$ cat config.mk
export PLATFORM = sky130hd
export DESIGN_NAME = ccd_acq_ctrl
export DESIGN_NICKNAME = d
export VERILOG_FILES = /design/src/rtl/ccd_acq_ctrl.sv
export SDC_FILE = /design/constraint.sdc
export NUM_CORES = 1
export LEC_CHECK = 0
export ABC_AREA = 0
export CAP_MARGIN = 25
export CORE_MARGIN = 3
export CORE_UTILIZATION = 53
export DETAILED_ROUTE_END_ITERATION = 7
export MAX_ROUTING_LAYER = met4
export PLACE_DENSITY = 0.87
export SLEW_MARGIN = 0
export SYNTH_ARGS = -nofsm -noshare
export SYNTH_HDL_FRONTEND = slang
export SYNTH_SLANG_ARGS = --single-unit
$ cat constraint.sdc
create_clock -name sys_clk -period 3.3 [get_ports sys_clk]
set_input_delay 0.495 -clock sys_clk [delete_from_list [all_inputs] [get_ports sys_clk]]
set_output_delay 0.495 -clock sys_clk [all_outputs]
set_load 0.01 [all_outputs]
$ cat src/rtl/ccd_acq_ctrl.sv
// ---------------------------------------------------------------------------
// ccd_acq_ctrl
// Acquisition sequencer for the TCD1209D / AD9945 capture chain.
//
// A host start configures the AFE, arms the trigger path and then counts
// frames until done. It also handles stop and timeout. Integration count and
// VGA gain are shadowed here and only change at frame boundaries.
//
// Ports
//   sys_clk, rst_n    system clock, asynchronous active-low reset
//   start, stop       single-cycle host commands
//   frame_num         frames to capture (0 = continuous)
//   trig_mode_in      1 = external trigger, 0 = internal free-run
//   ext_trig_in       asynchronous external trigger
//   exp_cnt_in        requested integration count
//   gain_in           requested VGA gain
//   frame_sof/eof     frame start / end strobes from the capture path
//   triggerMode       latched trigger mode to the driver
//   extTrigger        TRIG_PW-wide trigger pulse to the driver
//   f_cnt, VGA_Gain   shadowed integration count / gain
//   cfg_en            one-cycle AFE configuration request
//   busy              high whenever not IDLE
//   frames_done       frames completed since start (saturating)
//   timeout_err       sticky timeout flag, cleared by start
//   state_o           current state encoding
//
// state    | meaning
// ---------+------------------------------------------------------------
// IDLE     | waiting for start
// CFG      | cfg_en high for this single cycle
// CFG_WAIT | waiting CFG_WAIT_CYC cycles for the AFE serial write
// ARM      | internal: pass through; external: wait for a trigger edge
// WAIT_SOF | waiting for frame start (timeout guarded)
// ACQ      | frame in progress, waiting for frame end (timeout guarded)
// ---------------------------------------------------------------------------
module ccd_acq_ctrl #(
    parameter logic [15:0] CFG_WAIT_CYC = 16'd2000,
    parameter logic [7:0]  TRIG_PW      = 8'd4,
    parameter logic [31:0] TIMEOUT_CYC  = 32'd50_000_000
) (
    input  logic        sys_clk,
    input  logic        rst_n,
    input  logic        start,
    input  logic        stop,
    input  logic [15:0] frame_num,
    input  logic        trig_mode_in,
    input  logic        ext_trig_in,
    input  logic [24:0] exp_cnt_in,
    input  logic [9:0]  gain_in,
    input  logic        frame_sof,
    input  logic        frame_eof,
    output logic        triggerMode,
    output logic        extTrigger,
    output logic [24:0] f_cnt,
    output logic [9:0]  VGA_Gain,
    output logic        cfg_en,
    output logic        busy,
    output logic [15:0] frames_done,
    output logic        timeout_err,
    output logic [2:0]  state_o
);

    localparam logic [2:0] S_IDLE     = 3'd0;
    localparam logic [2:0] S_CFG      = 3'd1;
    localparam logic [2:0] S_CFG_WAIT = 3'd2;
    localparam logic [2:0] S_ARM      = 3'd3;
    localparam logic [2:0] S_WAIT_SOF = 3'd4;
    localparam logic [2:0] S_ACQ      = 3'd5;

    logic [2:0]  r_state;
    logic [31:0] r_tmr;
    logic        r_sync1;
    logic        r_sync2;
    logic        r_sync3;
    logic        r_trig_edge;
    logic        r_ext_trig;
    logic [7:0]  r_pw_cnt;
    logic        r_trig_mode;
    logic [24:0] r_f_cnt;
    logic [9:0]  r_gain;
    logic [15:0] r_fd;
    logic        r_to_err;
    logic        r_stop_pend;

    logic        w_stop_req;
    logic        w_stop_ok;
    logic        w_tmr_tc;
    logic [15:0] w_fd_inc;
    logic        w_last;
    logic        w_fire;

    assign w_stop_req = stop | r_stop_pend;
    // a stop never cuts a trigger pulse short; it waits for the pulse to end
    assign w_stop_ok  = w_stop_req & ~r_ext_trig;
    assign w_tmr_tc   = (r_tmr == 32'd0);
    assign w_fd_inc   = (r_fd == 16'hFFFF) ? 16'hFFFF : (r_fd + 16'd1);
    assign w_last     = (frame_num != 16'd0) && (w_fd_inc == frame_num);
    assign w_fire     = (r_state == S_ARM) & r_trig_mode & r_trig_edge & ~r_ext_trig;

    // Two-flop synchroniser plus a registered edge detect: an edge is seen
    // three cycles after the input change, the pulse starts one cycle later.
    always_ff @(posedge sys_clk or negedge rst_n) begin
        if (!rst_n) begin
            r_sync1     <= 1'b0;
            r_sync2     <= 1'b0;
            r_sync3     <= 1'b0;
            r_trig_edge <= 1'b0;
        end else begin
            r_sync1     <= ext_trig_in;
            r_sync2     <= r_sync1;
            r_sync3     <= r_sync2;
            r_trig_edge <= r_sync2 & ~r_sync3;
        end
    end

    // Trigger pulse: down-counter runs independently of the FSM once fired.
    always_ff @(posedge sys_clk or negedge rst_n) begin
        if (!rst_n) begin
            r_ext_trig <= 1'b0;
            r_pw_cnt   <= 8'd0;
        end else if (w_fire) begin
            r_ext_trig <= 1'b1;
            r_pw_cnt   <= TRIG_PW - 8'd1;
        end else if (r_ext_trig) begin
            if (r_pw_cnt == 8'd0) begin
                r_ext_trig <= 1'b0;
            end else begin
                r_pw_cnt <= r_pw_cnt - 8'd1;
            end
        end
    end

    always_ff @(posedge sys_clk or negedge rst_n) begin
        if (!rst_n) begin
            r_state     <= S_IDLE;
            r_tmr       <= 32'd0;
            r_trig_mode <= 1'b0;
            r_f_cnt     <= 25'd0;
            r_gain      <= 10'd0;
            r_fd        <= 16'd0;
            r_to_err    <= 1'b0;
            r_stop_pend <= 1'b0;
        end else begin
            if (stop && (r_state != S_IDLE)) begin
                r_stop_pend <= 1'b1;
            end
            case (r_state)
                S_IDLE: begin
                    if (start) begin
                        r_f_cnt     <= exp_cnt_in;
                        r_gain      <= gain_in;
                        r_trig_mode <= trig_mode_in;
                        r_fd        <= 16'd0;
                        r_to_err    <= 1'b0;
                        r_state     <= S_CFG;
                    end
                end
                S_CFG: begin
                    if (w_stop_ok) begin
                        r_state     <= S_IDLE;
                        r_stop_pend <= 1'b0;
                    end else begin
                        r_tmr   <= {16'd0, CFG_WAIT_CYC - 16'd1};
                        r_state <= S_CFG_WAIT;
                    end
                end
                S_CFG_WAIT: begin
                    if (w_stop_ok) begin
                        r_state     <= S_IDLE;
                        r_stop_pend <= 1'b0;
                    end else if (w_tmr_tc) begin
                        r_state <= S_ARM;
                    end else begin
                        r_tmr <= r_tmr - 32'd1;
                    end
                end
                S_ARM: begin
                    if (w_stop_ok) begin
                        r_state     <= S_IDLE;
                        r_stop_pend <= 1'b0;
                    end else if (!r_trig_mode || w_fire) begin
                        r_tmr   <= TIMEOUT_CYC - 32'd1;
                        r_state <= S_WAIT_SOF;
                    end
                end
                S_WAIT_SOF: begin
                    if (w_stop_ok) begin
                        r_state     <= S_IDLE;
                        r_stop_pend <= 1'b0;
                    end else if (frame_sof) begin
                        r_tmr   <= TIMEOUT_CYC - 32'd1;
                        r_state <= S_ACQ;
                    end else if (w_tmr_tc) begin
                        r_to_err    <= 1'b1;
                        r_state     <= S_IDLE;
                        r_stop_pend <= 1'b0;
                    end else begin
                        r_tmr <= r_tmr - 32'd1;
                    end
                end
                S_ACQ: begin
                    // eof outranks both a coincident sof and the timeout
                    if (frame_eof) begin
                        r_fd <= w_fd_inc;
                        if (w_stop_req || w_last) begin
                            r_state     <= S_IDLE;
                            r_stop_pend <= 1'b0;
                        end else if (gain_in != r_gain) begin
                            r_gain  <= gain_in;
                            r_f_cnt <= exp_cnt_in;
                            r_state <= S_CFG;
                        end else begin
                            r_f_cnt <= exp_cnt_in;
                            r_state <= S_ARM;
                        end
                    end else if (w_tmr_tc) begin
                        r_to_err    <= 1'b1;
                        r_state     <= S_IDLE;
                        r_stop_pend <= 1'b0;
                    end else begin
                        r_tmr <= r_tmr - 32'd1;
                    end
                end
                default: begin
                    r_state     <= S_IDLE;
                    r_stop_pend <= 1'b0;
                end
            endcase
        end
    end

    assign triggerMode = r_trig_mode;
    assign extTrigger  = r_ext_trig;
    assign f_cnt       = r_f_cnt;
    assign VGA_Gain    = r_gain;
    assign cfg_en      = (r_state == S_CFG);
    assign busy        = (r_state != S_IDLE);
    assign frames_done = r_fd;
    assign timeout_err = r_to_err;
    assign state_o     = r_state;

endmodule

# Yosys cells after proc, flatten, opt, wreduce, memory -nomap -nowiden
# Cells that the tools add are included.
totals:
  output_inout_bits: 59
  input_bits: 59
  reg_bits: 102
classes:
  bitwise: 8
  addsub: 3
  reduce_logical: 23
  n_eq_ne: 22
  mux: 55
op_table:
  columns: ["operator", "count"]
  rows:
  - ["two-way mux 32 bit", 8]
  - ["case mux 32 bit (5 select lines)", 1]
  - ["two-way mux 25 bit", 3]
  - ["case mux 25 bit (2 select lines)", 1]
  - ["two-way mux 16 bit", 3]
  - ["two-way mux 10 bit", 4]
  - ["zero test 32 bit", 1]
  - ["case mux 16 bit (2 select lines)", 1]
  - ["subtractor 32 x 1 -> 32 bit, second input constant", 1]
  - ["two-way mux 3 bit", 9]
  - ["two-way mux 8 bit", 3]
  - ["inequality test 2 bit, second input constant", 11]
  - ["case mux 10 bit (2 select lines)", 1]
  - ["case mux 3 bit (6 select lines)", 1]
  - ["adder 16 x 1 -> 16 bit, second input constant", 1]
  - ["equality test 16 bit", 1]
  - ["equality test 16 bit, second input constant", 1]
  - ["nonzero test 16 bit", 1]
  - ["two-way mux 1 bit", 15]
  - ["inequality test 10 bit", 1]
  - ["AND reduction 5 bit", 2]
  - ["zero test 8 bit", 1]
  - ["subtractor 8 x 1 -> 8 bit, second input constant", 1]
  - ["AND reduction 7 bit", 1]
  - ["other kinds (23)", 38]

# Depth between registers and ports, before layout
# Gate-level depths: netlist of the first run.
logic_depth:
  word_depth: 8
  mapped_depth: 12
  mapped_depth_nobuf: 10

# Worst setup path after synthesis of the first run
# No wires, ideal clock.
synth_path:
  kind: "reg-to-reg"
  startpoint: "reg r_fd[0] (netlist: frames_done[0])"
  endpoint: "reg r_f_cnt[10] (netlist: f_cnt[10])"
  required_ps: 3172
  setup_time_ps: 128
  slack_ps: 187
  synth_period_minus_slack_ps: 3113
  t_arrival_ps: 2985
  path_stages_with_launch: 12
  cell_sequence: "dfrtp_1 ha_1 nand3_2 buf_2 nor4_4 buf_4 nand3_1 a311oi_2 nand4_2 a31oi_4 buf_4 mux2_1"
synth_via:
  elab_chain_cells: 7
  word_cells_on_any_way: 8
synth_lines:
  columns: ["item", "line_no", "source"]
  rows:
  - ["from (decl)", "81", "logic [15:0] r_fd;"]
  - ["from (signal assigned)", "204", "r_fd <= w_fd_inc;"]
  - ["adder 16 x 1 -> 16 bit / equality test 16 bit (equally long branches)", "96", "assign w_fd_inc = (r_fd == 16'hFFFF) ? 16'hFFFF : (r_fd + 16'd1);"]
  - ["two-way mux 16 bit *", "96", null]
  - ["equality test 16 bit *", "97", "assign w_last = (frame_num != 16'd0) && (w_fd_inc == frame_num);"]
  - ["logical AND 1 bit *", "97", null]
  - ["logical OR 1 bit *", "205", "if (w_stop_req || w_last) begin"]
  - ["inequality test 2 bit (no source line) *", null, null]
  - ["AND reduction 4 bit (no source line) *", null, null]
  - ["to (signal assigned)", "150", "r_f_cnt <= exp_cnt_in;"]
  - ["to (signal assigned)", "210", "r_f_cnt <= exp_cnt_in;"]
  - ["to (signal assigned)", "213", "r_f_cnt <= exp_cnt_in;"]
  - ["to (decl)", "79", "logic [24:0] r_f_cnt;"]
# Every way passes the cells marked *; elsewhere a longest branch is shown, timed or not.
# A chain may end at the register's enable or synchronous reset.

# Final worst setup path of the first run
layout_path:
  startpoint: "reg r_fd[0] (netlist: frames_done[0])"
  endpoint: "reg r_f_cnt[5] (netlist: f_cnt[5])"
# Same word-level chain as after synthesis.

==> Implementation_results.wiki, run 1 <==
{| class="wikitable"
! Metric !! Value
|-
| Achievable Freq || 319 MHz
|-
| Synth Net Count || 701
|-
| Fin Clk Skew || 0.0115 ns
|-
| Quantity of hold-fixing buffers added after cts || 0
|-
| Critical path required time || 3.53 ns
|-
| Total wirelength of the detailed-routed design || 16.2 mm
|-
| Net switching component of the power || 1890 µW
|-
| GRT Residual Overflow || 0
|-
| Slowest stage delay, CP || roughly 0.39 ns
|-
| Setup repair after global routing missed its margin || no
|-
| Warnings, synthesis || 0
|-
| Standard cell with the maximum stage delay on the critical path || dfrtp_1
|-
| Actual slew at the worst max-slew pin || 0.854 ns
|-
| Final RePlAce weighted congestion || 0.984
|-
| Post-route non-filler standard cell count || 918
|-
| Number of buffers inserted during clock tree synthesis || 9
|-
| Final Hold Vio Count || 0
|-
| Most area-consuming cells after synthesis || dfrtp_1 (43%), o21ai_0 (4.4%), mux2_1 (3.8%), nand2_1 (3.7%), a21oi_1 (3.5%)
|-
| Cell family contributing the most delay on the critical path || compound AO/OA/AOI/OAI gates
|-
| Core box area || 10900 µm²
|-
| Worst Hold Slack || about 0.16 ns
|-
| Count of nets after finishing || 836
|-
| Setup tns final || 0 ns
|-
| Die height || 112 µm
|-
| Number of synthesized register bits || just over 100
|-
| Gate count after technology mapping || 639
|-
| Post-route fraction of the period consumed by the critical path || 94.9%
|-
| Switching share of power || 35.4%
|-
| Buffers added on ports || 117
|-
| Routed length per instance || 17.6 µm
|-
| Initial Util || 54.7%
|-
| Rows || 38
|-
| Final-layout fill cell count || about 750
|-
| Relative max-transition margin || 43.1%
|-
| Number of iterations in the first detailed-routing pass || 5
|-
| Maximum ir drop on the vdd rail || 0.000452 V
|-
| Sequential group share of total power || roughly 36%
|-
| Cell area after synthesis || approximately 6000 µm²
|-
| Outcome || finished clean
|-
| Cell taking the most area after synthesis || dfrtp_1
|-
| Worst setup path category || flop to flop
|-
| Pwr per Cell Area || 682 nW/µm²
|-
| Share of layout cells above drive strength 1 || 12.5%
|-
| Ys async rst share || 100%
|-
| Fraction of synthesized cell area taken by the top area cell type || between 40% and 50%
|-
| Cell internal power dissipation || 3440 µW
|-
| Sequential area share after synthesis || around 43%
|-
| Predominant post-synthesis flop cell || dfrtp_1
|-
| Worst path cell trace || ha_1, buf_4, and3_1, xnor2_1, xnor2_1, a211oi_1, a32oi_1, a311oi_2, nand4_2, a31oi_4, buf_12, mux2_1
|-
| Clock slew at reported path FFs || around 0.07 ns
|-
| Vias in the first global route || between 5000 and 6000
|-
| Maximum number of pins on one net before global-route repair || 55
|-
| DRC errors left || 0
|-
| Lkg Pwr || roughly 0.0033 µW
|-
| Number of routed nets with antenna violations || 0
|-
| Later-pin clock latency in the skew report || 0.35 ns
|-
| Mean number of vias per cell || ~6.2
|-
| Number of synthesized flops with an enable pin || 0
|-
| Share of power burned in the clock network || approximately a fifth
|-
| First-pass GRT wire length || 27.0 mm
|-
| Final number of max-transition violations || 0
|-
| Data arrival, critical path || 3.36 ns
|-
| Nature of the critical path endpoint || flop
|-
| Via count of the routed design || ~5700
|-
| Number of placed instances with taps included || around 900
|-
| All-layer global routing usage || approximately a quarter
|-
| CTS tree || built
|-
| Area of the die || 12600 µm²
|-
| Root buffer cell || clkbuf_16
|-
| Synth-to-layout area growth || 30.5%
|-
| Maximum clock path buffer count || 2
|-
| Maximum Capacitance Violations || 0
|-
| Number of top-level pins || about 120
|-
| Width of the die || 112 µm
|-
| DRC violation total after the first TritonRoute iteration || 576
|-
| Finish-stage setup viols || 0
|-
| Combinational group share of total power || a little over two fifths
|-
| Post-synthesis cell type count || 72
|-
| Type of the tightest min-delay check || input port to asynchronous set/reset pin
|-
| Maximum level of the CTS H-tree || 3
|-
| Dominant cell type by count on the critical path || xnor2_1
|-
| Initial antenna violation count || 0
|-
| Number of clock sinks || 102
|-
| Time the worst path needs with I/O delays and setup || ~3.1 ns
|-
| Highest net fanout along the worst path || 25
|-
| Ant. Diodes || 0
|-
| Syn avg cell area || 9.35 µm²
|-
| Nature of the critical path startpoint || flop
|-
| Hpwl dp || 11.9 mm
|-
| Count of buffering cells on the critical path with inverters included || 2
|}
final cells by class:
cell class              instances  area (µm²)  share of cell area [%]
clock buffers                  10         239                    3.06
clock inverters                 5        77.6                   0.995
inverters                      14        52.6                   0.674
multi-input cells             496        3240                    41.5
flip-flops and latches        102        2550                    32.8
well taps                     140         175                    2.25
repair buffers                151        1460                    18.7
stage by stage:
step	total power (µW)	instance area [µm²]	util [%]	setup slack, ns
finish	5320	7800	71.3	0.167
global route	5630	7800	71.3	0.0219
CTS	5340	7790	71.2	0.103
detailed placement	4200	7470	68.3	0.0723
global placement	4090	7470	68.3	0.132
floorplan	3140	5980	-	0.187
placed cells by master (no fill, tap or decap), drive strengths merged, types with 3 or more instances in the layout:
cell           instances
o21ai                 75
o211ai                 3
clkdlybuf4s50        116
buf                   35
nand3                 28
nor2b                  4
a21o                   3
dfrtp                102
nand4                  9
ha                     3
xnor2                 22
a21oi                 42
and4                   6
xor2                  14
or3                   10
nor3                  26
inv                   17
nor2                  54
clkbuf                10
or4                    7
mux2                  36
o21a                   4
mux2i                  3
nand2                 64
a31oi                  9
or2                    5
a41oi                  3
a22o                   8
nor4                  15
and3                   7
o22ai                  5
o31ai                  3
timing repair:
| item | CTS | global route |
|---|---|---|
| setup buffers | 0 | 1 |
| endpoints found under the hold margin | 0 | 0 |
| setup endpoints to repair | 0 | 35 |
| resized for setup | 0 | 2 |
cell usage after synthesis, types with 13 or more instances:
master,instances
dfrtp_1,102
nand2_1,59
o21ai_0,52
nor2_1,51
a21oi_1,42
nand3_1,27
nor3_1,25
o21ai_1,23
xnor2_1,22
mux2_1,20
inv_1,14
xor2_1,14
clkbuf_1,13
nor4_1,13
logic make-up (layout without fill, tap and decap cells):
family | after synthesis | in the layout | share of synthesized area, %
xor gates and xnor gates | 37 | 37 | 5.67
DFF | 102 | 102 | 42.7
muxes | 39 | 39 | 7.91
and+or+nand+nor | 245 | 245 | 22.3
buffers and inverters | 41 | 180 | 3.14
adders and majority gates | 3 | 3 | 0.628
AOI/OAI and AO/OA | 172 | 172 | 17.7
flip-flops by register name (all words and copies together) (netlist names):
register     flops
VGA_Gain        10
extTrigger       1
f_cnt           25
frames_done     16
r_pw_cnt         8
r_stop_pend      1
r_sync1          1
r_sync2          1
r_sync3          1
r_tmr           32
r_trig_edge      1
state_o          3
timeout_err      1
triggerMode      1
power groups by stage:
stage               clock (µW)  combinational [µW]  sequential, µW
finish                    1120                2280            1920
global route              1200                2460            1970
CTS                       1140                2280            1920
detailed placement           0                2270            1930
global placement             0                2180            1910
floorplan                    0                1140            2000
final timing paths:
path                           startpoint        end  slack, ns  cells past startpoint
hold reg to reg                   r_sync1    r_sync2       0.37                      0
setup / recovery           frames_done[0]   f_cnt[5]       0.17                     12
setup reg to reg           frames_done[0]   f_cnt[5]       0.17                     12
min in group sys_clk              r_sync1    r_sync2       0.37                      0
max in group asynchronous           rst_n  r_tmr[18]       2.43                      2
hold / removal                      rst_n  f_cnt[11]       0.16                      1
routing by layer:
layer	up-vias	share of wire, %	GRT usage [%]
met5	-	0	-
met4	0	3.1	11.5
met3	57	6.3	4.91
met2	265	47	41.7
met1	2742	43	34.3
li1	2616	-	-
No activity file was read; power rests on OpenSTA's default activity.
==> run 2: changes to the inputs <==
--- a/config.mk
+++ b/config.mk
@@ -12,6 +12,7 @@
 export DETAILED_ROUTE_END_ITERATION = 7
 export MAX_ROUTING_LAYER = met4
 export PLACE_DENSITY = 0.87
+export SETUP_SLACK_MARGIN = 0.5
 export SLEW_MARGIN = 0
 export SYNTH_ARGS = -nofsm -noshare
 export SYNTH_HDL_FRONTEND = slang
==> run 2 against run 1 <==
  * Via count rose by 5.9%
  * Flip-flop and latch count did not move
  * Critical path depth grew 1
  * Die area unchanged
  * Final area increased by 9.3%
  * Worst hold slack better by 0.042 ns
  * Fmax increased by 1.7%
  * Register-to-register slack better by 0.05 ns
  * Clock power is 9% lower
  * Sequential share of layout area fell by 2.7 points
  * Final cell count increased by 4.1%
  * Highest routed layer unchanged
==> Implementation_results.wiki, run 2 (synthesis gave the netlist of run 1 again) <==
{| class="wikitable"
! Metric !! Value
|-
| Root buffer cell || clkbuf_16 (unchanged)
|-
| Most frequent standard cell in the layout excluding fill and tap cells || clkdlybuf4s50_1 (unchanged)
|-
| Number of iterations in the first detailed-routing pass || 6 (was 5)
|-
| Worst path cell trace || buf_4, nand4_1, nor2_2, buf_4, xnor2_1, o21ai_2, a32oi_2, a311oi_4, nand4_4, a31oi_4, buf_6, clkbuf_16, mux2_4 (was ha_1, buf_4, and3_1, xnor2_1, xnor2_1, a211oi_1, a32oi_1, a311oi_2, nand4_2, a31oi_4, buf_12, mux2_1)
|-
| First-pass GRT wire length || 29.5 mm (was 27.0 mm)
|-
| Buffers added on ports || 117 (unchanged)
|-
| Cell count of the worst reg-to-reg path || 13 (was 12)
|-
| Dominant cell type by count on the critical path || buf_4 (was xnor2_1)
|-
| Worst Hold Slack || 0.200 ns (was 0.158 ns)
|-
| Count of nets after finishing || 873 (was 836)
|-
| Initial antenna violation count || 0 (unchanged)
|-
| Standard cell with the maximum stage delay on the critical path || dfrtp_2 (was dfrtp_1)
|-
| Mean number of vias per cell || 6.29 (was 6.19)
|-
| Time the worst path needs with I/O delays and setup || 3.08 ns (was 3.13 ns)
|-
| Clock slew at reported path FFs || 0.08 ns (was 0.07 ns)
|-
| Width of the die || 112 µm (unchanged)
|-
| Final Hold Vio Count || 0 (unchanged)
|-
| Highest net fanout along the worst path || 6 (was 25)
|-
| Maximum number of pins on one net before global-route repair || 60 (was 55)
|-
| All-layer global routing usage || 29.4% (was 26.7%)
|-
| Critical path required time || 3.54 ns (was 3.53 ns)
|-
| Ant. Diodes || 0 (unchanged)
|-
| Hpwl dp || 12.1 mm (was 11.9 mm)
|-
| R2R Path End || f_cnt[20] (was f_cnt[5])
|-
| Die height || 112 µm (unchanged)
|-
| RR Startpoint || frames_done[0] (unchanged)
|-
| Core box area || 10900 µm² (unchanged)
|-
| Total wirelength of the detailed-routed design || 19.0 mm (was 16.2 mm)
|-
| Quantity of hold-fixing buffers added after cts || 0 (unchanged)
|-
| GRT Residual Overflow || 0 (unchanged)
|-
| CTS tree || built (unchanged)
|-
| Data arrival, critical path || 3.32 ns (was 3.36 ns)
|-
| Max FFs per register || 32 (unchanged)
|-
| Fin Clk Skew || 0.0125 ns (was 0.0115 ns)
|-
| Final RePlAce weighted congestion || 0.958 (was 0.984)
|-
| Number of top-level pins || 118 (unchanged)
|-
| Setup tns final || 0 ns (unchanged)
|-
| Post-route fraction of the period consumed by the critical path || 93.4% (was 94.9%)
|-
| Maximum level of the CTS H-tree || 3 (unchanged)
|-
| Via count of the routed design || 6016 (was 5680)
|-
| Routed length per instance || 19.9 µm (was 17.6 µm)
|-
| Type of the tightest min-delay check || input port to asynchronous set/reset pin (unchanged)
|-
| Rows || 38 (unchanged)
|-
| Worst setup path category || flop to flop (unchanged)
|-
| Area of the die || 12600 µm² (unchanged)
|-
| Achievable Freq || 325 MHz (was 319 MHz)
|-
| Nature of the critical path endpoint || flop (unchanged)
|-
| Relative max-transition margin || 26.1% (was 43.1%)
|-
| Share of layout cells above drive strength 1 || 24.9% (was 12.5%)
|-
| Pwr per Cell Area || 669 nW/µm² (was 682 nW/µm²)
|-
| Number of buffers inserted during clock tree synthesis || 9 (unchanged)
|-
| Nature of the critical path startpoint || flop (unchanged)
|-
| Setup repair after global routing missed its margin || yes (was no)
|-
| Register ranked first by flip-flop count || r_tmr (unchanged)
|-
| Slowest stage delay, CP || 0.43 ns (was 0.39 ns)
|-
| Number of routed nets with antenna violations || 0 (unchanged)
|-
| Maximum Capacitance Violations || 0 (unchanged)
|-
| Setup slack on the worst flop-to-flop path || 0.22 ns (was 0.17 ns)
|-
| DRC violation total after the first TritonRoute iteration || 822 (was 576)
|-
| Number of clock sinks || 102 (unchanged)
|-
| Synth-to-layout area growth || 42.6% (was 30.5%)
|-
| Maximum clock path buffer count || 2 (unchanged)
|-
| Vias in the first global route || 5832 (was 5665)
|-
| Final number of max-transition violations || 0 (unchanged)
|-
| Finish-stage setup viols || 0 (unchanged)
|-
| Initial Util || 54.7% (unchanged)
|-
| Outcome || finished clean (unchanged)
|-
| Actual slew at the worst max-slew pin || 1.11 ns (was 0.854 ns)
|-
| Maximum ir drop on the vdd rail || 0.000456 V (was 0.000452 V)
|-
| DRC errors left || 0 (unchanged)
|-
| Lkg Pwr || 0.00365 µW (was 0.00329 µW)
|-
| Commonest cells after routing, fill and taps aside || clkdlybuf4s50_1 (116), dfrtp_1 (91), buf_4 (59) (was clkdlybuf4s50_1 (116), dfrtp_1 (101), nand2_1 (59))
|-
| Later-pin clock latency in the skew report || 0.35 ns (about the same)
|}
[run 2: cell count changes in the layout (fill, tap and decap cells not counted), moves of 5 or more]
cell     change
or4_4        +5
dfrtp_2     +10
buf_6        +6
mux2_4      +25
buf_4       +27
o21ai_2      +5
or4_1        -5
mux2_2       -5
mux2_1      -20
dfrtp_1     -10
[run 2: area by class of cell]
cell class	count	area, µm²
multi-input cells	496	3610
flip-flops and latches	102	2570
fillers	654	2410
repair buffers	188	1840
clock buffers	9	225
well taps	140	175
clock inverters	7	60.1
inverters	14	52.6
[run 2: how the worst max path moves through the flow]
stage	start	endpoint	slack [ns]	cells past startpoint
floorplan	frames_done[4]	VGA_Gain[0]	0.40	10
global placement	frame_num[5]	f_cnt[3]	0.12	10
detailed placement	frame_num[5]	f_cnt[1]	0.08	10
CTS	frames_done[0]	VGA_Gain[8]	0.31	11
global route	frames_done[0]	VGA_Gain[4]	0.12	13
finish	frames_done[0]	f_cnt[20]	0.22	13
[run 2: worst max-delay path, delay by kind of cell, from the launching register on]
kind	cells	cell delay, ns
buffers and inverters	4	0.62
XOR/XNOR	1	0.09
AND/OR/NAND/NOR	3	0.62
AO/OA/AOI/OAI	4	0.89
flip-flops	1	0.43
multiplexers	1	0.31
[run 2: metal layers]
metal | vias to the layer above | part of all wire [%] | global-route usage, %
li1 | 2681 | - | -
met1 | 2858 | 39 | 37.3
met2 | 396 | 49 | 47.7
met3 | 81 | 8.1 | 4.58
met4 | 0 | 3.3 | 11.6
met5 | - | 0 | -
[run 2: repair_timing]
item | 4_1_cts | 5_1_grt
pin swaps | 16 | 23
endpoints found under the setup margin | 53 | 66
gates cloned | 2 | 2
setup buffers | 24 | 12
gates resized for setup | 34 | 41
[run 2: per-stage QoR]
stage | utilization, % | cell area (µm²) | setup WS, ns | instances | total power, µW
final | 78.0 | 8530 | 0.219 | 956 | 5710
after global routing | 78.0 | 8530 | 0.119 | 956 | 6000
after CTS | 75.0 | 8200 | 0.305 | 942 | 5560
after detailed placement | 69.1 | 7550 | 0.0843 | 900 | 4350
after global placement | 69.1 | 7550 | 0.115 | 900 | 4250
after floorplan | - | 6110 | 0.399 | 639 | 3300
[run 2: power breakdown]
group	switching, µW	internal (µW)	total, µW
Clock	503	521	1020
Combinational	1210	1510	2720
Sequential	342	1620	1960
